--- config.mk ---
export PLATFORM = sky130hd
export DESIGN_NAME = issue_scheduler_flat
export DESIGN_NICKNAME = d
export VERILOG_FILES = /design/src/rtl/issue_scheduler_if.sv /design/src/rtl/issue_scheduler.sv /design/src/flat_wrapper.sv
export SDC_FILE = /design/constraint.sdc
export NUM_CORES = 1
export LEC_CHECK = 0
export ABC_AREA = 1
export BUFFER_PORTS_ARGS = -buffer_cell sky130_fd_sc_hd__buf_2
export CAP_MARGIN = 25
export CORE_ASPECT_RATIO = 0.5
export CORE_MARGIN = 4
export CORE_UTILIZATION = 55
export DETAILED_ROUTE_END_ITERATION = 12
export PLACE_DENSITY_LB_ADDON = 0.08
export SETUP_SLACK_MARGIN = 0.5
export SLEW_MARGIN = 20
export SYNTH_ARGS = -nofsm -noshare
export SYNTH_HDL_FRONTEND = slang
export SYNTH_SLANG_ARGS = --single-unit
--- constraint.sdc ---
create_clock -name clk -period 4.1 [get_ports clk]
set_clock_uncertainty 0.15 [all_clocks]
set_input_delay 1.23 -clock clk [delete_from_list [all_inputs] [get_ports clk]]
set_output_delay 1.23 -clock clk [all_outputs]
set_load 0.01 [all_outputs]
--- src/rtl/issue_scheduler_if.sv ---
// Decode, execute, branch/LSU feedback and write-back signals for the issue scheduler.
// The slave modport is the scheduler; the master modport is whoever drives it.
interface issue_scheduler_if #(
    parameter int STALL_W = 16
);
    logic               dec_valid;
    logic               dec_ready;
    logic [5:0]         dec_type;
    logic               dec_is_load;
    logic [4:0]         dec_rd;
    logic [4:0]         dec_rs1;
    logic [4:0]         dec_rs2;
    logic               exu_valid;
    logic [2:0]         exu_sel;
    logic [4:0]         exu_rd;
    logic               br_resolve;
    logic               br_taken;
    logic               lsu_done;
    logic               wb_valid;
    logic [4:0]         wb_rd;
    logic               flush;
    logic [STALL_W-1:0] stall_cycles;

    modport master (
        output dec_valid, dec_type, dec_is_load, dec_rd, dec_rs1, dec_rs2,
        output br_resolve, br_taken, lsu_done, wb_valid, wb_rd,
        input  dec_ready, exu_valid, exu_sel, exu_rd, flush, stall_cycles
    );

    modport slave (
        input  dec_valid, dec_type, dec_is_load, dec_rd, dec_rs1, dec_rs2,
        input  br_resolve, br_taken, lsu_done, wb_valid, wb_rd,
        output dec_ready, exu_valid, exu_sel, exu_rd, flush, stall_cycles
    );
endinterface

--- src/rtl/issue_scheduler.sv ---
// Single-entry in-order issue stage with a register busy scoreboard and
// blocking waits on branch resolution and load/store completion.
module issue_scheduler #(
    parameter int STALL_W = 16
) (
    input  logic          clk,
    input  logic          rst,
    issue_scheduler_if.slave bus
);
    typedef enum logic [1:0] {IDLE, WAIT_BR, WAIT_LSU, FLUSH} state_t;

    state_t             state_q, state_d;
    logic               buf_full_q, buf_full_d;
    logic [5:0]         type_q, type_d;
    logic               load_q, load_d;
    logic [4:0]         rd_q, rd_d, rs1_q, rs1_d, rs2_q, rs2_d;
    logic [31:0]        busy_q, busy_d;
    logic               exu_valid_q, exu_valid_d;
    logic [2:0]         exu_sel_q, exu_sel_d;
    logic [4:0]         exu_rd_q, exu_rd_d;
    logic               flush_q, flush_d;
    logic [STALL_W-1:0] stall_q, stall_d;

    logic t_r, t_i, t_s, t_b, t_u, t_j;
    logic uses_rs1, uses_rs2, writes_rd, set_busy;
    logic sel_alu, sel_bu, sel_lsu;
    logic hazard, can_issue, dec_ready, accept;

    // Decode of the buffered instruction; dec_type is {r,i,s,b,u,j}.
    assign {t_r, t_i, t_s, t_b, t_u, t_j} = type_q;
    assign uses_rs1  = t_r | t_i | t_s | t_b;
    assign uses_rs2  = t_r | t_s | t_b;
    assign writes_rd = (t_r | t_i | t_u | t_j) & (rd_q != 5'd0);
    assign sel_alu   = t_r | (t_i & ~load_q);
    assign sel_bu    = t_b | t_j;
    assign sel_lsu   = t_s | (t_i & load_q);

    assign hazard    = (uses_rs1 & busy_q[rs1_q]) | (uses_rs2 & busy_q[rs2_q]);
    assign can_issue = buf_full_q & (state_q == IDLE) & ~hazard;
    assign dec_ready = (state_q != FLUSH) & (~buf_full_q | can_issue);
    assign accept    = bus.dec_valid & dec_ready;
    assign set_busy  = can_issue & writes_rd;

    // A set from a fresh issue wins over a same-edge write-back clear.
    for (genvar gi = 0; gi < 32; gi++) begin : g_busy
        if (gi == 0) begin : g_zero
            assign busy_d[gi] = 1'b0;
        end else begin : g_reg
            assign busy_d[gi] = (set_busy & (rd_q == 5'(gi))) |
                                (busy_q[gi] & ~(bus.wb_valid & (bus.wb_rd == 5'(gi))));
        end
    end

    always_ff @(posedge clk or posedge rst) begin
        if (rst) begin
            state_q     <= IDLE;
            buf_full_q  <= 1'b0;
            type_q      <= '0;
            load_q      <= 1'b0;
            rd_q        <= '0;
            rs1_q       <= '0;
            rs2_q       <= '0;
            busy_q      <= '0;
            exu_valid_q <= 1'b0;
            exu_sel_q   <= '0;
            exu_rd_q    <= '0;
            flush_q     <= 1'b0;
            stall_q     <= '0;
        end else begin
            state_q     <= state_d;
            buf_full_q  <= buf_full_d;
            type_q      <= type_d;
            load_q      <= load_d;
            rd_q        <= rd_d;
            rs1_q       <= rs1_d;
            rs2_q       <= rs2_d;
            busy_q      <= busy_d;
            exu_valid_q <= exu_valid_d;
            exu_sel_q   <= exu_sel_d;
            exu_rd_q    <= exu_rd_d;
            flush_q     <= flush_d;
            stall_q     <= stall_d;
        end
    end

    always_comb begin
        state_d = state_q;
        case (state_q)
            IDLE: begin
                if (can_issue && sel_bu)       state_d = WAIT_BR;
                else if (can_issue && sel_lsu) state_d = WAIT_LSU;
            end
            WAIT_BR:  if (bus.br_resolve) state_d = bus.br_taken ? FLUSH : IDLE;
            WAIT_LSU: if (bus.lsu_done)   state_d = IDLE;
            default:  state_d = IDLE;
        endcase
    end

    always_comb begin
        buf_full_d = buf_full_q;
        type_d     = type_q;
        load_d     = load_q;
        rd_d       = rd_q;
        rs1_d      = rs1_q;
        rs2_d      = rs2_q;
        // A taken branch squashes whatever was buffered behind it.
        if (state_q == FLUSH) begin
            buf_full_d = 1'b0;
        end else if (accept) begin
            buf_full_d = 1'b1;
            type_d     = bus.dec_type;
            load_d     = bus.dec_is_load;
            rd_d       = bus.dec_rd;
            rs1_d      = bus.dec_rs1;
            rs2_d      = bus.dec_rs2;
        end else if (can_issue) begin
            buf_full_d = 1'b0;
        end

        exu_valid_d = can_issue;
        exu_sel_d   = can_issue ? {sel_alu, sel_bu, sel_lsu} : 3'b000;
        exu_rd_d    = can_issue ? rd_q : 5'd0;
        flush_d     = (state_d == FLUSH);

        stall_d = stall_q;
        if (buf_full_q && (state_q == IDLE) && hazard && (stall_q != {STALL_W{1'b1}}))
            stall_d = stall_q + 1'b1;
    end

    assign bus.dec_ready    = dec_ready;
    assign bus.exu_valid    = exu_valid_q;
    assign bus.exu_sel      = exu_sel_q;
    assign bus.exu_rd       = exu_rd_q;
    assign bus.flush        = flush_q;
    assign bus.stall_cycles = stall_q;
endmodule

--- src/flat_wrapper.sv ---
// flat-port wrapper written by rule: the top's interface ports become plain ports
module issue_scheduler_flat 
#(
    parameter int STALL_W = 16
)
  (clk, rst, bus_dec_valid, bus_dec_type, bus_dec_is_load, bus_dec_rd, bus_dec_rs1, bus_dec_rs2, bus_br_resolve, bus_br_taken, bus_lsu_done, bus_wb_valid, bus_wb_rd, bus_dec_ready, bus_exu_valid, bus_exu_sel, bus_exu_rd, bus_flush, bus_stall_cycles);
  issue_scheduler_if #(.STALL_W(STALL_W)) bus_i ();
  input  logic clk;
  input  logic rst;
  input wire logic [$bits(bus_i.dec_valid)-1:0] bus_dec_valid;
  input wire logic [$bits(bus_i.dec_type)-1:0] bus_dec_type;
  input wire logic [$bits(bus_i.dec_is_load)-1:0] bus_dec_is_load;
  input wire logic [$bits(bus_i.dec_rd)-1:0] bus_dec_rd;
  input wire logic [$bits(bus_i.dec_rs1)-1:0] bus_dec_rs1;
  input wire logic [$bits(bus_i.dec_rs2)-1:0] bus_dec_rs2;
  input wire logic [$bits(bus_i.br_resolve)-1:0] bus_br_resolve;
  input wire logic [$bits(bus_i.br_taken)-1:0] bus_br_taken;
  input wire logic [$bits(bus_i.lsu_done)-1:0] bus_lsu_done;
  input wire logic [$bits(bus_i.wb_valid)-1:0] bus_wb_valid;
  input wire logic [$bits(bus_i.wb_rd)-1:0] bus_wb_rd;
  output wire logic [$bits(bus_i.dec_ready)-1:0] bus_dec_ready;
  output wire logic [$bits(bus_i.exu_valid)-1:0] bus_exu_valid;
  output wire logic [$bits(bus_i.exu_sel)-1:0] bus_exu_sel;
  output wire logic [$bits(bus_i.exu_rd)-1:0] bus_exu_rd;
  output wire logic [$bits(bus_i.flush)-1:0] bus_flush;
  output wire logic [$bits(bus_i.stall_cycles)-1:0] bus_stall_cycles;
  assign bus_i.dec_valid = bus_dec_valid;
  assign bus_i.dec_type = bus_dec_type;
  assign bus_i.dec_is_load = bus_dec_is_load;
  assign bus_i.dec_rd = bus_dec_rd;
  assign bus_i.dec_rs1 = bus_dec_rs1;
  assign bus_i.dec_rs2 = bus_dec_rs2;
  assign bus_i.br_resolve = bus_br_resolve;
  assign bus_i.br_taken = bus_br_taken;
  assign bus_i.lsu_done = bus_lsu_done;
  assign bus_i.wb_valid = bus_wb_valid;
  assign bus_i.wb_rd = bus_wb_rd;
  assign bus_dec_ready = bus_i.dec_ready;
  assign bus_exu_valid = bus_i.exu_valid;
  assign bus_exu_sel = bus_i.exu_sel;
  assign bus_exu_rd = bus_i.exu_rd;
  assign bus_flush = bus_i.flush;
  assign bus_stall_cycles = bus_i.stall_cycles;
  issue_scheduler #(.STALL_W(STALL_W)) u_core (.clk(clk), .rst(rst), .bus(bus_i));
endmodule
==> metrics.md <==
| Metric | Value |
|---|---|
| Outcome | `completed` |
| Number of placed I/O pins | `61` |
| WL/cell | `16.0 um` |
| WS Path Type | `reg -> out` |
| Hold Startpoint | `u_core.type_q[1]` |
| Register area share after synthesis | `42.6%` |
| Core Util, Final | `65.9%` |
| Fmax | `0.289 GHz` |
| Post-Syn Area | `4820 um2` |
| Commonest non-fill, non-tap cell in the layout | `nand2_1` |
| Initial core utilization | `58.3%` |
| Initial antenna violation count | `0` |
| GRT overflow | `0` |
| Max-slew violations | `0` |
| Final worst slack | `642 ps` |
| Area Overhead vs Synth | `12.9%` |
| Internal reg-to-reg setup slack | `1540 ps` |
| Crit path capture type | `output port` |
| Post-Synthesis Cells | `635` |
| Nets@finish | `722` |
| Post-route ant nets | `0` |
| Flops & latches, synth | `82` |
| Avg Cell Area, Syn | `7.59 um2` |
| Via density | `5.42` |
| First-pass GRT wire length | `21,000 um` |
| Chip Height | `74.2 um` |
| Reg2Reg Capture Point | `u_core.busy_q[9]` |
| Largest cells by area after synthesis | `dfrtp_1 (43%), nand2_1 (16%), nand3_1 (6.0%)` |
| Final hold slack | `316 ps` |
| # clock sinks | `82` |
| H-tree depth | `3` |
| Worst EP required | `2720 ps` |
| Worst Hold End | `u_core.type_q[1]` |
| TritonRoute pass-1 iters | `5` |
| WHS Path Cells | `2` |
| Drc violations | `0` |
| Max-Slew Margin vs Limit | `48.7%` |
| Fin. Hold Viols | `0` |
| Row count | `23` |
| Overall routing resource usage | `25.8%` |
| Hold/Removal Path Class | `reg -> reg` |
| Crit path DAT | `2080 ps` |
| Vias | `4,359` |
| Fraction of layout cells with a size suffix above 1 | `19.8%` |
| Synthesis Warnings | `0` |
| N_diodes | `0` |
| CP Launch Type | `flop` |
| Final Cycle Share | `84.3%` |
| Unique masters post-synth | `34` |
| Setup TNS | `0 ps` |
| Tmin final | `3460 ps` |
| Syn nets | `670` |
| Core Region | `8260 um2` |
| Final instance area | `5440 um2` |
| Largest net degree at the start of global routing | `44` |
| Yosys top cell by area | `dfrtp_1` |
| Total power | `4.29 mW` |
| CTS tree | `yes` |
| Fin cells | `804` |
| Die area | `10,400 um2` |
| Worst-Margin Slew | `768 ps` |
| Port Buffer Count | `60` |
| Top-area cell type share of the netlist area | `42.6%` |
| Placed cell areas | `5100 um2` |
| Final WL | `12,800 um` |
| Clock Path Buffers | `2` |
| Clock latency on the worst-skew pair | `340 ps` |
| Most frequent cells in the layout | `nand2_1 (204), dfrtp_1 (78), inv_1 (74)` |
| Initial DRC Count | `336` |
| Vias in the first global route | `4,166` |
| GP Congestion | `0.957` |
| Setup slack after placement | `832 ps` |
| Dpl cells | `784` |
| Max Cap Viol | `0` |
| Post-DP HPWL | `9380 um` |
| CTS clk-pin slew, worst paths | `70 ps` |
| Worst reg2reg startpoint | `u_core.rs1_q[0]` |
| IR drop worst, VDD | `0.000408 V` |
| Die width | `140 um` |
| CTS Buf Count | `9` |
| Clock root buffer | `clkbuf_16` |
| Power per cell area | `789 nW/um2` |
| RSZ-0062 raised after global routing | `false` |
| Leak pwr | `2.70 nW` |
| Critical Path Fanout Max | `18` |
| Filler cell count | `733` |
| Final setup viols | `0` |
| Reg2reg path depth | `11` |
-- logic make-up after synthesis --
group,synth area share [%]
fa+ha+maj,0.260
buf+inv,10.5
xor+xnor,2.36
compound gates,10.8
simple gates,33.5
flops,42.6
-- synth_stat cells --
library cell  number
nor4_1             2
nand4_1           27
buf_2              3
clkbuf_1           9
inv_2              2
buf_4              2
nand2_4            2
o31ai_1            1
a31oi_1            1
nand3_2            4
buf_6             12
or4_1              1
o21ai_0           36
xnor2_1            4
o21ai_2           30
o211ai_1           1
ha_1               1
nor2_8             1
o21bai_1           1
o21ai_1            8
or2_2              1
nor3_1             6
nor2_1            40
clkinv_1           1
nor2_2             1
xor2_1             9
nand3_1           58
nand2_2            1
a21oi_1            2
inv_1             75
inv_4              2
nand2_1          204
nand3_4            5
dfrtp_1           82
-- per-layer routing --
metal	global-route usage, %	up-vias	part of all wire (%)
met3	6.17	17	6.9
met4	6.66	0	1.3
met2	40.9	168	44
met5	0	-	0
met1	36.3	2018	47
li1	-	2156	-
-- worst max-delay path by stage --
| stage | depth (start not counted) | endpoint | from |
|---|---|---|---|
| global route | 10 | bus_dec_ready | u_core.rs1_q[0] |
| finish | 10 | bus_dec_ready | u_core.rs1_q[0] |
| CTS | 9 | bus_dec_ready | u_core.rs1_q[1] |
| detailed placement | 11 | bus_dec_ready | u_core.rs2_q[0] |
| global placement | 11 | bus_dec_ready | u_core.rs2_q[0] |
| floorplan | 1 | u_core.buf_full_q | rst |
-- critical path, cell delays in order (launching register included) --
cell	delay [ps]
dfrtp_4	580
inv_6	150
nand2_1	60
nand3_1	60
nand3_1	90
nand3_1	140
nand3_2	100
nand3_4	110
nand3_4	130
a21oi_1	140
buf_2	140
-- area by class of cell --
cell class / instances / area (um2) / share of cell area (%)
Sequential cell: 82 / 2060 / 37.9
Tap cell: 112 / 140 / 2.58
Clock buffer: 9 / 225 / 4.14
Inverter: 80 / 312 / 5.73
Timing Repair Buffer: 67 / 378 / 6.95
Multi-Input combinational cell: 447 / 2260 / 41.6
Clock inverter: 7 / 61.3 / 1.13
-- power breakdown --
group | switching (mW) | leakage [nW] | internal (mW)
Sequential | 0.346 | 1.02 | 1.14
Clock | 0.366 | 0.140 | 0.422
Combinational | 1.37 | 1.54 | 0.654
-- sequential cells by signal, indices dropped and copies added (netlist names), 2 cells and up --
signal / count
u_core.type_q: 6
u_core.bus.exu_sel: 3
u_core.busy_q: 31
u_core.rd_q: 5
u_core.rs2_q: 5
u_core.bus.exu_rd: 5
u_core.state_q: 2
u_core.rs1_q: 5
u_core.bus.stall_cycles: 16
-- repair_timing --
action	4_1_cts	5_1_grt
buffers inserted	0	4
endpoints found under the setup margin	1	1
cloned	0	0
resized for setup	2	6
hold buffers	0	0
(Power assumes the default switching activity.)
